### config.mk
export PLATFORM = sky130hd
export DESIGN_NAME = weight_rom_arbiter
export DESIGN_NICKNAME = d
export VERILOG_FILES = /design/src/rtl/weight_rom_arbiter.sv
export SDC_FILE = /design/constraint.sdc
export NUM_CORES = 1
export LEC_CHECK = 0
export ABC_CLOCK_PERIOD_IN_PS = 2400
export CAP_MARGIN = 40
export CORE_MARGIN = 3
export CORE_UTILIZATION = 31
export DETAILED_ROUTE_END_ITERATION = 7
export PLACE_DENSITY = 0.66
export RECOVER_POWER = 100
export SYNTH_ARGS = -nofsm -noshare
export SYNTH_HDL_FRONTEND = slang
export SYNTH_SLANG_ARGS = --single-unit
### constraint.sdc
create_clock -name clk -period 2.4 [get_ports clk]
set_clock_uncertainty 0.2 [all_clocks]
set_input_delay 0.36 -clock clk [delete_from_list [all_inputs] [get_ports clk]]
set_output_delay 0.36 -clock clk [all_outputs]
set_load 0.01 [all_outputs]
### src/rtl/weight_rom_arbiter.sv
// Round-robin burst-read scheduler sharing one combinational weight ROM.
// Define WEIGHT_ARB_FIXED_PRIO_EN for fixed lowest-index-wins priority.
module weight_rom_arbiter #(
   parameter int IDW = 2,
   parameter int N   = 1024,
   parameter int LW  = 6
) (
   input  logic                    clk,
   input  logic                    rst,
   input  logic [(1<<IDW)-1:0]     req,
   input  logic [(32<<IDW)-1:0]    base,
   input  logic [(LW<<IDW)-1:0]    len,
   output logic [(1<<IDW)-1:0]     gnt,
   output logic                    busy,
   output logic                    err,
   output logic [31:0]             mem_adr,
   input  logic signed [7:0]       mem_data,
   output logic signed [7:0]       rd_data,
   output logic                    rd_valid,
   output logic                    rd_last,
   output logic [IDW-1:0]          rd_id
);

   localparam int NREQ = 1 << IDW;

   localparam logic [1:0] S_IDLE  = 2'd0;
   localparam logic [1:0] S_ISSUE = 2'd1;
   localparam logic [1:0] S_DRAIN = 2'd2;

   logic [1:0]        state_q, state_d;
   logic [IDW-1:0]    id_q, id_d;
   logic [31:0]       addr_q, addr_d;
   logic [LW-1:0]     len_q, len_d;
   logic [LW-1:0]     cnt_q, cnt_d;
   logic              first_q, first_d;
   logic [IDW-1:0]    win;
   logic              issue, oob, last_beat;

   logic signed [7:0] rd_data_q;
   logic              rd_valid_q, rd_last_q;
   logic [IDW-1:0]    rd_id_q;

   assign issue     = (state_q == S_ISSUE);
   assign oob       = issue && first_q && (addr_q >= 32'(N));
   // len = 0 means 2**LW beats: len-1 wraps to the all-ones count
   assign last_beat = (cnt_q == len_q - LW'(1));

`ifdef WEIGHT_ARB_FIXED_PRIO_EN
   always_comb begin
      win = '0;
      for (int i = NREQ - 1; i >= 0; i--) begin
         if (req[i]) win = IDW'(i);
      end
   end
`else
   logic [IDW-1:0] last_q, idx;

   // scan from lowest to highest priority so the closest one wins
   always_comb begin
      win = '0;
      idx = '0;
      for (int i = NREQ; i >= 1; i--) begin
         idx = last_q + IDW'(i);
         if (req[idx]) win = idx;
      end
   end

   always_ff @(posedge clk) begin
      if (rst) begin
         last_q <= IDW'(NREQ - 1);
      end else if (issue && (oob || last_beat)) begin
         last_q <= id_q;
      end
   end
`endif

   always_comb begin
      state_d = state_q;
      id_d    = id_q;
      addr_d  = addr_q;
      len_d   = len_q;
      cnt_d   = cnt_q;
      first_d = 1'b0;
      case (state_q)
         S_IDLE: begin
            if (|req) begin
               id_d    = win;
               addr_d  = base[32*int'(win) +: 32];
               len_d   = len[LW*int'(win) +: LW];
               cnt_d   = '0;
               first_d = 1'b1;
               state_d = S_ISSUE;
            end
         end
         S_ISSUE: begin
            if (oob) begin
               state_d = S_IDLE;
            end else begin
               addr_d = (addr_q == 32'(N - 1)) ? 32'd0 : addr_q + 32'd1;
               cnt_d  = cnt_q + LW'(1);
               if (last_beat) state_d = S_DRAIN;
            end
         end
         S_DRAIN: state_d = S_IDLE;
         default: state_d = S_IDLE;
      endcase
   end

   always_ff @(posedge clk) begin
      if (rst) begin
         state_q    <= S_IDLE;
         id_q       <= '0;
         addr_q     <= '0;
         len_q      <= '0;
         cnt_q      <= '0;
         first_q    <= 1'b0;
         rd_data_q  <= '0;
         rd_valid_q <= 1'b0;
         rd_last_q  <= 1'b0;
         rd_id_q    <= '0;
      end else begin
         state_q    <= state_d;
         id_q       <= id_d;
         addr_q     <= addr_d;
         len_q      <= len_d;
         cnt_q      <= cnt_d;
         first_q    <= first_d;
         rd_valid_q <= issue && !oob;
         rd_last_q  <= issue && !oob && last_beat;
         if (issue && !oob) begin
            rd_data_q <= mem_data;
            rd_id_q   <= id_q;
         end
      end
   end

   assign gnt      = (issue && first_q) ? (NREQ'(1) << id_q) : '0;
   assign busy     = (state_q != S_IDLE);
   assign err      = oob;
   assign mem_adr  = (issue && !oob) ? addr_q : 32'd0;
   assign rd_data  = rd_data_q;
   assign rd_valid = rd_valid_q;
   assign rd_last  = rd_last_q;
   assign rd_id    = rd_id_q;

endmodule

======== After elaboration in Yosys (flattened, before gate mapping) ========
Index checks and enable logic that the tools add are counted.
storage, ports and cells
  memory bits (writable) .................. 0
  input port bits ......................... 166
  logic and storage cells ................. 74
  register bits ........................... 63
  memories kept ........................... 0
  ROM bits ................................ 0
  latch bits .............................. 0
operators by class
  shifts and indexed selects .............. 3
  bitwise gates (word level) .............. 1
  magnitude comparators ................... 5
  equality and inequality tests ........... 6
  $add $sub $neg .......................... 6
  multipliers ............................. 1
  divide/modulo/power cells ............... 0
  muxes and demuxes ....................... 26
  reductions and logical operators ........ 15
operators by type and width
  cell                     number
  $mux W32                 4
  $shiftx A128 B8 Y32      1
  $pmux W32 S2             1
  $add A32 B1 Y32 const B  1
  $eq A32 B10 Y1 const B   1
  $ge A32 B11 Y1 const B   1
  $shiftx A24 B6 Y6        1
  $mux W2                  7
  $lt A2 B3 Y1 const B     4
  $mux W6                  2
  $pmux W6 S2              1
  $bmux W1 S2              4
  $add A6 B1 Y6 const B    1
  $eq A6 B6 Y1             1
  $sub A6 B1 Y6 const B    1
  $logic_and A1 B1 Y1      5
  $mux W1                  5
  $add A2 B2 Y2 const B    2
  $mul A2 B2 Y4 const A    1
  $mux W4                  1
  $ne A2 B2 Y1 const B     2
  $pmux W2 S2              1
  $reduce_and A2 Y1        2
  $reduce_bool A2 Y1       2
  11 further kinds         11

======== Depth between registers and ports, before layout ========
Gate-level depths: netlist of run 1.
  depth after elaboration ................. 9
  gate-level depth with buffers ........... 10
  gate-level depth less buffers ........... 9

======== Worst setup path before layout of run 1 ========
Ideal clock, no wire load.
  path type ............................... register to output
  start ................................... register addr_q[18]
  end ..................................... output mem_adr[10]
  setup slack ............................. -0.139 ns
  data arrival time ....................... 1.979 ns
  cell stages (with the launch flop) ...... 9
  required time ........................... 1.840 ns
  path buffers ............................ 3
  cells stage by stage .................... dfxtp_1 > buf_6 > or4_4 > nor3_2 > nand2_2 > a21oi_1 > buf_2 > clkbuf_1 > and2_1
on the way
  word-level cells in the longest chain between the ends .. 5
RTL lines
  what                    line  RTL
  from (decl)             32    logic [31:0] addr_q, addr_d;
  from (signal assigned)  124   addr_q <= addr_d;
  $ge A32 B11 Y1          44    assign oob = issue && first_q && (addr_q >= 32'(N));
  $logic_and A1 B1 Y1     44
  $logic_not A1 Y1        140   assign mem_adr = (issue && !oob) ? addr_q : 32'd0;
  $logic_and A1 B1 Y1     140
  $mux W32                140
  to (decl)               16    output logic [31:0] mem_adr,
Every way passes these cells.

======== Worst setup path in the final report of run 1 ========
  start ................................... register addr_q[10]
  end ..................................... output mem_adr[9]
The elaborated chain is that of the path after synthesis.

==> impl.org, run 1 <==
** Drt
- DR DRC count :: 0
- Average via count per standard cell :: between 5 and 6
- Post-route ant nets :: 0
- The routed layout has 5972 vias.
- In this run, the number of DRC markers left after iteration 0 of detailed routing was 572.
- Total iterations of the first detailed-routing run :: 7
- After detailed routing, the average wire length per cell comes to between 15 and 20 µm.
- After detailed routing, the total wire length is just under 20000 µm.

** Die
- Boundary Pins :: roughly 220
- The initialized floorplan defines between 40 and 50 standard-cell rows.
- The die covers 0.01680 mm².
- The die is 129.6 µm wide.
- The core region is 0.01475 mm².
- Height of the die :: 129.6 µm
- Initial Utilization :: about 32%

** Clocking
- No sink is reached through more buffers than the 2 on the longest clock path.
- Hold bufs inserted after CTS :: 0
- The tree is rooted in a sky130_fd_sc_hd__clkbuf_16.
- After clock tree synthesis, the clock-pin slew on the worst setup and hold paths is approximately 0.06 ns.
- The clock net in this run drives a total of 63 sinks.
- The number of clock buffers added by TritonCTS is 9.
- Clock latency on the worst-skew pair, taken at its later pin, is 0.33 ns.
- H-tree levels :: 3
- TritonCTS built the clock tree.

** Timing
- Number of pins with negative max-slew slack in the final report :: 0
- Final worst setup slack :: -0.3559 ns
- The number of hold-slack violations in the final timing report was 0.
- Final setup violating endpoints :: 70
- Based on the critical path, the design can be clocked at up to around 0.36 GHz.
- The final critical path takes up 114.8% of the cycle.
- Normalized max-slew margin :: 71.44%
- RSZ-0062 raised after global routing :: true
- Worst Hold Margin :: 0.1557 ns
- Worst-Margin Slew :: 0.4283 ns
- After layout, the minimum clock period comes to between 2 and 3 ns.

** Power and ir drop
- Power spread over the standard cell area amounts to 543.7 mW/mm².
- Total Power Consumption :: 4660 µW
- Maximum ir drop on the vdd rail :: 357.0 µV
- The analysis attributes to cell leakage a power of around 0.0035 µW.

** Synth
- In this run, synthesis produced a sequential element count of 63.
- Of all flip-flops after synthesis, the portion carrying an async set or reset was 0%.
- Mux contribution to synthesized area :: 13.36%
- Top cell type by total area after synthesis :: sky130_fd_sc_hd__dfxtp_1
- Of the total synthesized cell area, the portion taken by AND, OR, NAND and NOR gates is 31.13%.
- The share of synthesized area in the top cell type comes to 26.62%.
- Summing the areas of all fa, ha and maj instances in the mapped netlist gives under 10% of the synthesized area.
- Dominant combinational cell family by area after synthesis :: simple AND/OR/NAND/NOR gates
- Net count of the mapped netlist :: 794
- Most common flop cell mapped by yosys :: sky130_fd_sc_hd__dfxtp_1
- Sequential area share after synthesis :: 26.62%
- Counting flops with a built-in enable in the synthesized netlist gives 0.
- After synthesis the cells add up to 0.004738 mm².
- The average instance in the mapped netlist occupies 7.593 µm².
- Synth Area in Compound Gates :: roughly a fifth
- Netlist cell types :: 57
- Yosys warnings :: 0
- Post-Syn Instances :: 624
- By area the synthesized netlist is led by sky130_fd_sc_hd__dfxtp_1 (27%), sky130_fd_sc_hd__mux4_2 (12%), sky130_fd_sc_hd__nand2_1 (8.0%), sky130_fd_sc_hd__a21oi_1 (5.8%), sky130_fd_sc_hd__o21ai_0 (4.2%).
- Post-synthesis share of cell area spent on xor and xnor gates :: 2.588%

** Global routing
- Largest net degree at the start of global routing :: 33
- Combined global-route utilization of all metal layers :: 22.10%
- The via count of the first global-routing pass was 5675.
- First-pass GRT wire length :: 29580 µm
- Initial antenna violation count :: 0
- The total overflow left after global routing is 0.

** Cells and area
- Most frequent standard cell in the layout excluding fill and tap cells :: sky130_fd_sc_hd__clkdlybuf4s50_1
- Commonest cells after routing, fill and taps aside :: sky130_fd_sc_hd__clkdlybuf4s50_1 (166), sky130_fd_sc_hd__nand2_1 (98), sky130_fd_sc_hd__buf_4 (97), sky130_fd_sc_hd__dfxtp_1 (62), sky130_fd_sc_hd__a21oi_1 (50)
- Antenna cell count :: 0
- After routing the design area is 0.008572 mm².
- The area growth from synthesis to layout is 80.91%.
- Layout cells sized above 1 :: 26.82%
- The layout has 1319 filler cells.
- Count of non-filler cells in the finished layout :: 1120
- Number of nets in the layout :: 1101

** Critical path
- Kind of cell with the highest combined delay on the critical path :: simple AND/OR/NAND/NOR gates
- Maximum cell stage delay along the critical path :: 0.41 ns
- Count of buffering cells on the critical path with inverters included :: 3
- CP cell instances :: nor4_1 -> and4_1 -> nand2_2 -> nand2_2 -> nand2_4 -> buf_6 -> buf_8 -> nor2_2 -> buf_2
- Startpoint kind of the worst setup timing path :: flop
- Critical path endpoint category :: output pin
- Cell at the slowest stage of the critical path :: sky130_fd_sc_hd__nor4_1
- The critical path is of the flop to output pin type.
- Data on the critical path arrives at its endpoint at ~2.2 ns.
- Critical-path maximum fanout :: 9
- Cell type with the highest occurrence count on the critical path :: sky130_fd_sc_hd__nand2_2
- STA puts the critical path data required time at 1.84 ns.

** Place
- Number of cells after detailed placement :: 1077
- Worst-case setup slack after placement :: -0.4100 ns
- Port-buffer cells :: 215
- Once detailed placement completed, the half-perimeter wirelength came to 14650 µm.
- The congestion estimate from routability-driven global placement came to roughly 0.85.
- Post-detailed-placement cell area :: around 0.0077 mm²

** Status
- Status :: finished with violations
- The final reports fail on negative setup slack.

** Hold path
- The tightest min-delay check is of the primary input to flop type.

** Flow run
- The tool flagged a number of max-cap violations equal to 0.
[synthesized netlist by cell type, drive strengths merged (2+ instances only)]
master,instances
a31oi,10
nor2b,6
and2,30
dfxtp,63
nor3,23
o31a,3
a21o,3
a21oi,55
inv,15
nand2b,6
nand3,21
or3,3
a32o,2
mux4,25
and3,9
o21ai,46
nand3b,3
o21bai,2
nor3b,4
xnor2,6
and4,6
ha,4
clkbuf,25
nor2,52
xor2,8
o211ai,7
nand2,102
mux2i,7
nand4,12
o31ai,2
nor4,16
buf,20
a211oi,10
or4,2
o22ai,4
[where the power goes]
| part | leakage [µW] | switching, µW | internal (µW) |
|---|---|---|---|
| combinational | 0.00279 | 818 | 997 |
| clock | 0.000176 | 496 | 1070 |
| sequential | 0.000519 | 116 | 1160 |
| total | 0.00349 | 1430 | 3230 |
[area by class of cell]
class | count | area [µm²] | area share [%]
clock buffers | 11 | 252.7 | 2.948
repair buffers | 341 | 3192 | 37.24
inverters | 15 | 56.30 | 0.6568
well taps | 184 | 230.2 | 2.686
clock inverters | 5 | 103.9 | 1.212
flip-flops and latches | 63 | 1262 | 14.73
multi-input cells | 501 | 3475 | 40.53
[state kept, by name, indices dropped and copies added (netlist names)]
name      count
addr_q       32
rd_valid      1
last_q        2
len_q         6
state_q       2
first_q       1
rd_id         2
id_q          2
rd_last       1
cnt_q         6
rd_data       8
[final timing paths]
path	startpoint	to	slack, ns	cells after the start
setup / recovery	addr_q[10]$_SDFFE_PP0P_	mem_adr[9]	-0.36	9
hold / removal	rst	addr_q[9]$_SDFFE_PP0P_	0.16	2
setup reg to reg	addr_q[10]$_SDFFE_PP0P_	addr_q[23]$_SDFFE_PP0P_	-0.32	10
hold reg to reg	rd_data[4]$_SDFFE_PP0N_	rd_data[4]$_SDFFE_PP0N_	0.25	2
[kinds of logic after synthesis]
| family | after synthesis |
|---|---|
| and+or+nand+nor | 298 |
| adders and majority gates | 4 |
| xor gates and xnor gates | 14 |
| AOI/OAI and AO/OA | 153 |
| muxes | 32 |
| DFF | 63 |
| buffers and inverters | 60 |
[routing by layer]
layer	GRT usage, %	part of all wire [%]	vias to the layer above
met2	36.46	46	317
met1	29.51	43	2741
met4	4.218	1.3	0
met5	0	0	-
li1	-	-	2884
met3	5.647	9.7	30
[per-stage QoR]
stage	utilization [%]	setup TNS (ns)
2_1_floorplan	-	0
3_3_place_gp	52.48	-21.43
3_5_place_dp	52.48	-24.01
4_1_cts	56.23	-16.96
5_1_grt	58.10	-22.34
6_report	58.10	-17.88
[what timing repair did]
action                     in CTS  in global routing
gates resized for setup       180                 48
pin swaps                      24                 29
setup endpoints to repair      60                 74
buffers inserted               12                 10
gates cloned                    4                  2
Power figures use the tool's default switching activity.
==> run 2: changes to the inputs <==
--- a/config.mk
+++ b/config.mk
@@ -9,6 +9,7 @@
 export CAP_MARGIN = 40
 export CORE_MARGIN = 3
 export CORE_UTILIZATION = 31
+export CTS_CLUSTER_SIZE = 16
 export DETAILED_ROUTE_END_ITERATION = 7
 export PLACE_DENSITY = 0.66
 export RECOVER_POWER = 100
==> results of run 2 <==
Final layout, timing and power as in run 1 (identical DEF).
==> run 3: changes to the inputs <==
--- a/config.mk
+++ b/config.mk
@@ -11,7 +11,7 @@
 export CORE_UTILIZATION = 31
 export CTS_CLUSTER_SIZE = 16
 export DETAILED_ROUTE_END_ITERATION = 7
-export PLACE_DENSITY = 0.66
+export PLACE_DENSITY_LB_ADDON = 0.08
 export RECOVER_POWER = 100
 export SYNTH_ARGS = -nofsm -noshare
 export SYNTH_HDL_FRONTEND = slang
==> impl.org, run 3 (same netlist as run 1, synthesis figures left out) <==
** Status
- Status :: finished with violations
- Violated checks :: negative setup slack

** Critical path
- Cell at the slowest stage of the critical path :: sky130_fd_sc_hd__or4_4
- The critical path ends at mem_adr[24].
- At the worst endpoint, the arrival time is roughly 2.1 ns.
- In this run the worst path has a maximum fanout of 10.
- Register-to-Register Setup Slack :: -0.17 ns
- In this run the worst setup path begins at addr_q[17]$_SDFFE_PP0P_.
- The critical path in this run is classified as flop to output pin.
- The endpoint identified for the worst register-to-register timing path is addr_q[11]$_SDFFE_PP0P_.
- Critical path endpoint category :: output pin
- In this design, the stage delay of the slowest critical-path cell is 0.56 ns.
- Walking the worst path, the cells encountered are or4_4 -> nor3_4 -> nand2_2 -> a21oi_4 -> buf_6 -> and2_4 -> buf_2.
- In this run the critical register-to-register path is launched from addr_q[17]$_SDFFE_PP0P_.
- The number of cells on the worst reg-to-reg path is 9.
- At the worst endpoint, the required time is 1.84 ns.
- STA classifies the critical path startpoint as a flop.

** Drt
- The detail route stage leaves a number of antenna-violating nets equal to 0.
- After the first detailed-routing iteration, the DRC count stood at 462.
- After detailed routing, the number of remaining DRC violations is 0.
- Average via count per standard cell :: 5.371
- Wires add up to 20650 µm.
- In the final routed layout, each cell accounts on average for 18.52 µm.
- Number of vias after detailed routing :: 5989
- Total iterations of the first detailed-routing run :: 5

** Clocking
- Counting along the longest clock path gives a buffer depth of 2.
- TritonCTS clock tree :: yes
- The later pin in the worst-skew pair is clocked with a latency of 0.34 ns.
- TritonCTS created 9 clock buffers.
- Buffer cell driving the clock tree root :: sky130_fd_sc_hd__clkbuf_16
- The H-tree was split into 3 levels.
- The clock drives 63 sinks.
- Clk pin slew, worst setup/hold paths :: approximately 0.05 ns

** Power and ir drop
- Total Power Consumption :: 4697 µW
- Leakage power :: 0.003458 µW
- Dividing total power by cell area gives a power density of 549.4 mW/mm².
- The worst-case IR drop observed on VDD is around 350 µV.

** Global routing
- The first global-routing pass estimated between 30000 and 40000 µm of wire.
- Across every metal layer, demand over resource in global routing totals 24.17%.
- Entering global routing, the biggest net connects 29 pins.
- Global routing finished with a remaining overflow of 0.
- The initial antenna violation count was 1.
- The via count of the first global-routing pass was 5970.

** Timing
- Final worst setup slack :: -0.2739 ns
- Timing would allow up to 0.3740 GHz.
- The number of hold-slack violations in the final timing report came to 0.
- Number of pins with negative max-slew slack in the final report :: 0
- Setup violations remaining at the end of the flow were counted as slightly above 70.
- Normalized max-slew margin :: 42.66%
- After layout, the worst path uses 111.4% of the clock period.
- The routed design could run at a clock period as short as 2.674 ns.
- RSZ-0062 raised after global routing :: true
- Worst-Margin Slew :: 0.8587 ns
- Summed over all failing endpoints, the final setup total negative slack is -11.82 ns.

** Cells and area
- In the layout the commonest cells are sky130_fd_sc_hd__clkdlybuf4s50_1 (164), sky130_fd_sc_hd__nand2_1 (98), sky130_fd_sc_hd__buf_4 (95), sky130_fd_sc_hd__dfxtp_1 (55), sky130_fd_sc_hd__a21oi_1 (51).
- Number of nets in the layout :: roughly 1100
- Layout cells sized above 1 :: 27.31%
- Fin area :: about 0.0085 mm²
- Leaving out fill and tap cells, the most frequent cell in the layout is sky130_fd_sc_hd__clkdlybuf4s50_1.
- Number of flip-flops in the largest register :: 32
- Compared with the post-synthesis result, the final layout area differs by 80.41%.
- addr_q holds more flip-flops than any other register.
- Final-layout fill cell count :: between 1000 and 1500

** Place
- During placement, the flow inserted port buffers numbering ~220.
- Half-perimeter wire length after detailed placement :: around 15000 µm
- Final RePlAce weighted congestion :: 0.8890
- After detailed placement, the total cell area comes to 0.007699 mm².
- Worst-case setup slack after placement :: -0.4786 ns

** Hold path
- Path category of the worst min-delay check :: flop to flop

** Die
- The die is 129.6 µm tall.
- Boundary Pins :: 216
- The floorplan step defined a die boundary enclosing 0.01680 mm².
- The core region is 0.01475 mm².
- Once the floorplan was initialized, standard cells occupied between 30% and 40% of the core.
- Row Count :: 44
- The die is approximately 130 µm wide.

** Flow run
- The tool flagged a number of max-cap violations equal to 0.
[run 3: cell types whose count changed in the layout (fill, tap and decap cells not counted), sizes merged]
cell and delta:
buf -5, dlygate4sd2 +4, clkbuf -3, clkdlybuf4s50 -2, clkdlybuf4s25 +1, diode +1, dlymetal6s2s -1
[run 3: worst min-delay path by stage]
| stage | endpoint | cells after the start | slack, ns | start |
|---|---|---|---|---|
| 4_1_cts | rd_id[0]$_SDFFE_PP0N_ | 2 | 0.25 | rd_id[0]$_SDFFE_PP0N_ |
| 5_1_grt | rd_id[0]$_SDFFE_PP0N_ | 2 | 0.27 | rd_id[0]$_SDFFE_PP0N_ |
| 3_3_place_gp | rd_data[3]$_SDFFE_PP0N_ | 2 | 0.25 | rd_data[3]$_SDFFE_PP0N_ |
| 2_1_floorplan | len_q[5]$_SDFFE_PP0P_ | 2 | 0.25 | len_q[5]$_SDFFE_PP0P_ |
| 3_5_place_dp | rd_id[0]$_SDFFE_PP0N_ | 2 | 0.25 | rd_id[0]$_SDFFE_PP0N_ |
| 6_report | rd_id[0]$_SDFFE_PP0N_ | 2 | 0.25 | rd_id[0]$_SDFFE_PP0N_ |
[run 3: routing by layer]
layer / routed length [µm] / track usage [%] / share of wire [%]
met5: 0 / 0 / 0
met4: 418 / 6.724 / 2.0
met3: 1838 / 5.647 / 8.9
met2: 9375 / 38.31 / 45
met1: 9016 / 33.06 / 44
[run 3: timing repair]
action,in CTS,in global routing
setup endpoints to repair,67,85
cloned,5,1
buffers inserted,15,9
pin swaps,15,14
hold buffers,0,0
resized for setup,192,40
endpoints found under the hold margin,0,0
[run 3: worst max-delay path: cells and delay by family (launching register included)]
kind,cells,cell delay [ns]
AOI/OAI and AO/OA,1,0.19
buffers and inverters,2,0.30
DFF,1,0.31
and+or+nand+nor,4,0.96
[run 3: report_power, final]
part / switching [µW] / internal (µW) / total (µW)
combinational: 820 / 1000 / 1820
sequential: 126 / 1170 / 1290
clock: 510 / 1070 / 1580
[run 3: area by class of cell]
class	instances	area (µm²)	share of cell area, %
inverters	15	56.30	0.6587
flip-flops and latches	63	1271	14.87
clock inverters	5	103.9	1.215
repair buffers	335	3158	36.94
clock buffers	11	252.7	2.957
multi-input cells	501	3473	40.63
well taps	184	230.2	2.693
diodes	1	2.502	0.02927
[run 3: stage by stage]
step | hold slack [ns] | instances | util [%]
finish | 0.2506 | 1115 | 57.94
global route | 0.2713 | 1115 | 57.94
CTS | 0.2543 | 1107 | 56.80
detailed placement | 0.2465 | 1071 | 52.18
global placement | 0.2463 | 1071 | 52.18
floorplan | 0.2478 | 624 | -
